**config.mk**
```make
export PLATFORM = sky130hd
export DESIGN_NAME = mem_stage
export DESIGN_NICKNAME = d
export VERILOG_FILES = /design/src/rtl/mem_stage.sv
export SDC_FILE = /design/constraint.sdc
export NUM_CORES = 1
export LEC_CHECK = 0
export ABC_AREA = 1
export BUFFER_PORTS_ARGS = -buffer_cell sky130_fd_sc_hd__clkbuf_2
export CAP_MARGIN = 20
export CORE_MARGIN = 5
export CORE_UTILIZATION = 56
export DETAILED_ROUTE_END_ITERATION = 12
export PLACE_DENSITY_LB_ADDON = 0.25
export SLEW_MARGIN = 10
export SYNTH_ARGS = -nofsm -noshare
export SYNTH_HDL_FRONTEND = slang
export SYNTH_SLANG_ARGS = --single-unit
```
**constraint.sdc**
```tcl
create_clock -name clk -period 3.45 [get_ports clk]
set_input_delay 0.5175 -clock clk [delete_from_list [all_inputs] [get_ports clk]]
set_output_delay 0.5175 -clock clk [all_outputs]
set_load 0.02 [all_outputs]
```
**src/rtl/mem_stage.sv**
```systemverilog
// MEM pipeline stage: latches the EXE bus, waits for load responses, aligns/extends load data.
// Optional MEM_STAGE_STALL_CNT_EN adds ms_stall_cnt, a free-running count of load-pending cycles.
module mem_stage #(
    parameter int ES_TO_MS_WD = 125,
    parameter int MS_TO_WS_WD = 117
) (
    input  logic                   clk,
    input  logic                   reset,
    input  logic                   ws_allowin,
    output logic                   ms_allowin,
    input  logic                   es_to_ms_valid,
    input  logic [ES_TO_MS_WD-1:0] es_to_ms_bus,
    input  logic                   ex_from_ws,
    input  logic                   data_sram_data_ok,
    input  logic [31:0]            data_sram_rdata,
    output logic                   ms_to_ws_valid,
    output logic [MS_TO_WS_WD-1:0] ms_to_ws_bus,
    output logic                   ex_from_ms,
    output logic [31:0]            ms_forward,
    output logic                   ms_fwd_ok,
`ifdef MEM_STAGE_STALL_CNT_EN
    output logic                   ms_load_pending,
    output logic [31:0]            ms_stall_cnt
`else
    output logic                   ms_load_pending
`endif
);

    typedef enum logic [1:0] {IDLE, WAIT, HOLD} state_t;

    state_t                 state;
    logic                   ms_valid;
    logic                   drop;
    logic [ES_TO_MS_WD-1:0] es_bus_r;
    logic [31:0]            rbuf;

    logic        eret, bd, mtc0_we, ex, res_from_cp0, lwl, lwr;
    logic        ld_w, ld_h, ld_b, ld_sign, gr_we;
    logic [4:0]  cp0_addr, excode, dest;
    logic [31:0] rt_value, alu_result, pc;
    logic [1:0]  offset;

    assign eret         = es_bus_r[124];
    assign bd           = es_bus_r[123];
    assign mtc0_we      = es_bus_r[122];
    assign cp0_addr     = es_bus_r[121:117];
    assign ex           = es_bus_r[116];
    assign excode       = es_bus_r[115:111];
    assign res_from_cp0 = es_bus_r[110];
    assign lwl          = es_bus_r[109];
    assign lwr          = es_bus_r[108];
    assign rt_value     = es_bus_r[107:76];
    assign ld_w         = es_bus_r[75];
    assign ld_h         = es_bus_r[74];
    assign ld_b         = es_bus_r[73];
    assign ld_sign      = es_bus_r[72];
    assign offset       = es_bus_r[71:70];
    assign gr_we        = es_bus_r[69];
    assign dest         = es_bus_r[68:64];
    assign alu_result   = es_bus_r[63:32];
    assign pc           = es_bus_r[31:0];

    logic need_data, es_need_data, data_hit, ms_ready_go;

    assign need_data    = (ld_w | ld_h | ld_b | lwl | lwr) & ~ex;
    assign es_need_data = (es_to_ms_bus[75] | es_to_ms_bus[74] | es_to_ms_bus[73] |
                           es_to_ms_bus[109] | es_to_ms_bus[108]) & ~es_to_ms_bus[116];
    // A response only belongs to the load in WAIT when no stale response is still owed.
    assign data_hit     = (state == WAIT) & data_sram_data_ok & ~drop;
    assign ms_ready_go  = ~need_data | (state == HOLD) | data_hit;

    assign ms_allowin      = ~ms_valid | (ms_ready_go & ws_allowin);
    assign ms_to_ws_valid  = ms_valid & ms_ready_go;
    assign ex_from_ms      = ms_valid & (ex | eret);
    assign ms_fwd_ok       = ms_valid & gr_we & ms_ready_go;
    assign ms_load_pending = ms_valid & need_data & ~ms_ready_go;

    logic [31:0] d, half_ext, byte_ext, load_data, result;
    logic [15:0] half;
    logic [7:0]  byte_v;

    always_comb begin
        d         = (state == HOLD) ? rbuf : data_sram_rdata;
        half      = offset[1] ? d[31:16] : d[15:0];
        half_ext  = {{16{ld_sign & half[15]}}, half};
        byte_v    = d[8*offset +: 8];
        byte_ext  = {{24{ld_sign & byte_v[7]}}, byte_v};
        load_data = d;
        if (ld_h) begin
            load_data = half_ext;
        end else if (ld_b) begin
            load_data = byte_ext;
        end else if (lwl) begin
            case (offset)
                2'd0:    load_data = {d[7:0],  rt_value[23:0]};
                2'd1:    load_data = {d[15:0], rt_value[15:0]};
                2'd2:    load_data = {d[23:0], rt_value[7:0]};
                default: load_data = d;
            endcase
        end else if (lwr) begin
            case (offset)
                2'd0:    load_data = d;
                2'd1:    load_data = {rt_value[31:24], d[31:8]};
                2'd2:    load_data = {rt_value[31:16], d[31:16]};
                default: load_data = {rt_value[31:8],  d[31:24]};
            endcase
        end
        result = need_data ? load_data : alu_result;
    end

    assign ms_forward   = result;
    assign ms_to_ws_bus = {eret, bd, mtc0_we, cp0_addr, ex, excode, res_from_cp0,
                           alu_result, gr_we, dest, result, pc};

    always_ff @(posedge clk) begin
        if (reset) begin
            ms_valid <= 1'b0;
            state    <= IDLE;
            drop     <= 1'b0;
            es_bus_r <= '0;
            rbuf     <= '0;
        end else begin
            if (data_sram_data_ok && drop)
                drop <= 1'b0;
            if (data_hit)
                rbuf <= data_sram_rdata;
            if (ex_from_ws) begin
                ms_valid <= 1'b0;
                state    <= IDLE;
                // The flushed load's response is still in flight; swallow it later.
                if (state == WAIT && !data_hit)
                    drop <= 1'b1;
            end else if (ms_allowin) begin
                ms_valid <= es_to_ms_valid;
                if (es_to_ms_valid) begin
                    es_bus_r <= es_to_ms_bus;
                    state    <= es_need_data ? WAIT : IDLE;
                end else begin
                    state <= IDLE;
                end
            end else if (data_hit) begin
                state <= HOLD;
            end
        end
    end

`ifdef MEM_STAGE_STALL_CNT_EN
    always_ff @(posedge clk) begin
        if (reset)
            ms_stall_cnt <= '0;
        else if (ms_load_pending)
            ms_stall_cnt <= ms_stall_cnt + 32'd1;
    end
`endif

endmodule

```
[Word level (Yosys, flattened, before mapping)]
Cells that the tools add are included.
Cells by class
  equality and inequality tests: 4
  shift operators: 1
  muxes and demuxes: 16
  bitwise operators: 32
  reduce and logical (&&, ||, !) cells: 7
Operators by type and width (number)
  32-bit 2-to-1 mux: 6
  32-bit one-hot mux with 3 select lines: 2
  32-bit by 6-bit indexed part select with 8-bit output: 1
  16-bit 2-to-1 mux: 1
  1-bit bitwise AND: 13
  1-bit bitwise OR: 12
  1-bit inverter: 7
  1-bit 2-to-1 mux: 5
  2-bit by 1-bit == test with 1-bit output (second input constant): 2
  2-bit == test (second input constant): 2
  2-bit 2-to-1 mux: 2
  3-bit AND reduction: 1
  1-bit logical AND: 2
  2-bit logical NOT: 1
  2-bit nonzero test: 1
  2-bit OR reduction: 1
  1-bit logical NOT: 1
Storage, ports and cells
  register bits after elaboration: 161
  input port bits: 163
  output and inout port bits: 154

[Logic depth before layout (Yosys ltp)]
  depth in word-level cells: 11
  mapped depth: 17
  mapped depth without buffers: 14

[Worst setup path after synthesis]
OpenSTA, ideal clock, no wires.
  kind: reg2out
  from: reg state[1]
  to: out ms_to_ws_bus[35]
  data arrival time: 2093 ps
  path slack: 840 ps
  cell stages (with the launch flop): 14
  cells stage by stage: dfxtp_1 -> buf_6 -> nand2_2 -> buf_6 -> buf_2 -> nand2_1 -> o21ai_1 -> or2_2 -> nand4_1 -> nand2_1 -> inv_1 -> nand2_1 -> a21oi_1 -> buf_4
On the way
  word-level cells in the longest chain between the ends: 8
Ends and longest elaborated chain
  start: declaration: line 31  | state_t state;
  start signal: assignment: line 137  | state <= es_need_data ? WAIT : IDLE;
  2-bit == test (*): line 83  | d = (state == HOLD) ? rbuf : data_sram_rdata;
  32-bit 2-to-1 mux (*): line 83
  parallel branches: the longest is 4 deep, another holds 32-bit by 6-bit indexed part select with 8-bit output
  32-bit 2-to-1 mux (*): line 89  | if (ld_h) begin
  32-bit 2-to-1 mux (*): line 108  | result = need_data ? load_data : alu_result;
  end: declaration: line 17  | output logic [MS_TO_WS_WD-1:0] ms_to_ws_bus,
Mark *: on every way between the ends.

[Worst setup path in the final report]
  from: reg es_bus_r[70]
  to: out ms_to_ws_bus[52]
On the way
  word-level cells in the longest chain between the ends: 7
Ends and longest elaborated chain
  start: declaration: line 34  | logic [ES_TO_MS_WD-1:0] es_bus_r;
  start signal: assignment: line 136  | es_bus_r <= es_to_ms_bus;
  parallel branches: the longest is 4 deep, another holds 32-bit by 6-bit indexed part select with 8-bit output
  32-bit 2-to-1 mux (*): line 91  | end else if (ld_b) begin
  32-bit 2-to-1 mux (*): line 89
  32-bit 2-to-1 mux (*): line 108
Marked as above.

==> qor.csv <==
stage,metric,value,unit
timing,setup_tns,0,ps
placement,DP Area,10400,um^2
synth,synth warn,0,
synth,Post-synth top cells,"223 x nand2_1, 210 x a21oi_1, 203 x inv_1",
drt,# DRC,0,
clock_network,Worst-Skew Late Latency,440,ps
synth,Synth Instances,1431,
clock_network,clock tree sinks,161,
drt,overall via count from detail_route,9942,
power,sw power,0.00206,W
placement,IO buf count,316,
synth,Post-synth EDFFs,0,
global_routing,overall global routing resource usage,31.4,%
final_layout,layout cells sized above 1,26.5,%
global_routing,initial antenna violation count,1,
floorplan,Initial Utilization,57.2,%
clock_network,clk root buf,clkbuf_16,
power,Int Pwr,0.00356,W
final_layout,post-route cell area,11100,um^2
synth,"Avg Cell Area, Syn",6.65,um^2
floorplan,die area,19700,um^2
timing,slew at the pin closest to its max-slew limit,697,ps
critical_path,CP Data Required Time,2930,ps
floorplan,Die W,140,um
synth,Synth cell types,37,
placement,Placed Cells,1798,
global_routing,vias in the first global route,9029,
synth,Synth area leaders,"dfxtp_1 34%, a21oi_1 11%, buf_4 9.9%, nand2_1 8.8%, inv_1 8.0%",
timing,fmax,303,MHz
synth,Syn Std Cell Area,9510,um^2
floorplan,Top Ports,317,
synth,leading area contributor after synthesis,dfxtp_1,
power,Reg power frac,36.4,%
final_layout,ant diodes,0,
critical_path,worst-path maximum fanout,12,
clock_network,# hold bufs at CTS,0,
timing,RSZ-0062 raised after global routing,no,
global_routing,largest net degree at the start of global routing,102,
final_layout,Area Overhead vs Synth,16.4,%
final_layout,Finished Layout Cells,1833,
drt,mean routed wirelength per cell,17.6,um
job,max cap viols,0,
timing,Fin. Hold Viols,0,
synth,ys flop type,dfxtp_1,
critical_path,Crit path arrival time,2780,ps
floorplan,Row Count,47,
drt,"antenna viol nets, final",0,
synth,sequential fraction of the synthesis area,33.9,%
power,P_leak,5.29,nW
synth,Mapped Nets,1594,
synth,Yosys top cell area share,33.9,%
synth,Yosys reg bits,161,
clock_network,CTS tree,done,
critical_path,Setup crit start kind,register,
power,pwr dens,507,nW/um^2
hold_path,HP Class,input pin to register,
clock_network,CTS buffer count,17,
timing,hold slack,273,ps
timing,Finish-stage setup viols,0,
drt,1st-iter DRT viols,1114,
final_layout,Final nets,1763,
clock_network,H-tree levels,4,
status,status,finished clean,
final_layout,Multi-input gate area,4180,um^2
synth,post-synthesis async set-or-reset flop share,0,%
power,Sw Ratio,36.7,%
synth,most numerous cell in the Yosys netlist,nand2_1,
drt,DRT Pass-1 Iters,7,
critical_path,kind of critical path,register to output pin,
final_layout,Layout fillers,1576,
drt,DRT Wirelength,32.3,mm
timing,Final min period,3300,ps
final_layout,Reg area,3220,um^2
clock_network,CTS Buffer Depth,2,
timing,setup skew after layout,6.45,ps
critical_path,Critical Path End Type,output pin,
floorplan,core footprint,16600,um^2
drt,vias per cell,5.42,
global_routing,grt total ovfl,0,
placement,gpl congestion,0.994,
power,clock power share,34.3,%
clock_network,"Reg clk slew, reported paths",70,ps
power,Gate power share,29.3,%
global_routing,first-pass GRT wire length,49.5,mm
timing,crit share post-route,95.6,%
floorplan,Die Ht,140,um
timing,Slew Limit Headroom,53.0,%
power,Worst VDD drop,0.375,mV
placement,Final HPWL DP,24.2,mm
timing,"Slew Viols, Final",0,
final timing paths:
check | to | startpoint | cells after the start | slack, ps
max | ms_to_ws_bus[52] | es_bus_r[70] | 12 | 150
min | drop | reset | 2 | 270
max reg2reg | es_bus_r[71] | es_bus_r[108] | 12 | 630
min reg2reg | es_bus_r[13] | es_bus_r[13] | 2 | 440
flip-flops by register name (all words and copies together) (netlist names):
name      flops
rbuf         32
state         2
ms_valid      1
drop          1
es_bus_r    125
kinds of logic after synthesis:
family	after synthesis	share of synthesized area, %
AO/OA/AOI/OAI	504	28.6
buffers and inverters	424	22.4
AND/OR/NAND/NOR	342	15.1
flip-flops	161	33.9
stage by stage:
stage | power [W] | util (%) | setup WS [ps]
6_report | 0.00562 | 66.5 | 153
5_1_grt | 0.00587 | 66.5 | 45.9
4_1_cts | 0.00562 | 66.2 | 19.2
3_5_place_dp | 0.00370 | 62.6 | 407
3_3_place_gp | 0.00368 | 62.6 | 462
2_1_floorplan | 0.00330 | - | 840
repair_timing:
| item | CTS | global route |
|---|---|---|
| resized for setup | 2 | 12 |
| endpoints found under the setup margin | 10 | 55 |
| endpoints found under the hold margin | 0 | 0 |
| setup buffers | 0 | 3 |
| pin swaps | 0 | 1 |
power groups by stage:
stage	Clock, W	Combinational, W	Sequential, W
detailed placement	0	0.00161	0.00209
floorplan	0	0.00124	0.00206
global placement	0	0.00160	0.00208
CTS	0.00196	0.00162	0.00204
finish	0.00193	0.00165	0.00204
global route	0.00204	0.00178	0.00206
worst max-delay path: stages (launching register included):
cell,delay (ps)
dfxtp_1,350
buf_4,190
nor2_1,280
nand3_1,120
nand2_1,100
inv_1,40
nand2_1,160
nand2_1,140
o21ai_4,270
nor2_4,100
buf_12,160
a21oi_1,210
clkbuf_2,220
cell usage in the layout (no fill, tap or decap), drive strengths merged:
master	netlist	layout
a211o	1	1
a211oi	5	5
a21oi	213	213
a22oi	14	14
a31oi	1	1
and2	1	1
buf	158	47
bufinv	0	1
clkbuf	55	334
clkinv	2	6
clkinvlp	0	2
dfxtp	161	161
inv	209	216
nand2	225	225
nand3	33	33
nand4	20	20
nor2	56	56
nor3	5	5
o211ai	28	28
o21a	1	1
o21ai	233	233
o221ai	1	1
o22ai	7	7
or2	2	2
cell type report:
| cell class | instances | area share (%) |
|---|---|---|
| Clock buffer | 18 | 3.97 |
| Clock inverter | 14 | 1.48 |
| Inverter | 211 | 7.16 |
| Multi-Input combinational cell | 846 | 37.7 |
| Sequential cell | 161 | 29.1 |
| Tap cell | 220 | 2.49 |
| Timing Repair Buffer | 363 | 18.0 |
metal layers:
metal	share of wire, %	vias to the layer above	global-route usage [%]
met3	11	89	8.55
met4	2.9	2	10.1
met1	40	4380	40.8
met2	46	560	50.7
met5	0.040	-	0
li1	-	4911	-
(Power assumes the default switching activity.)
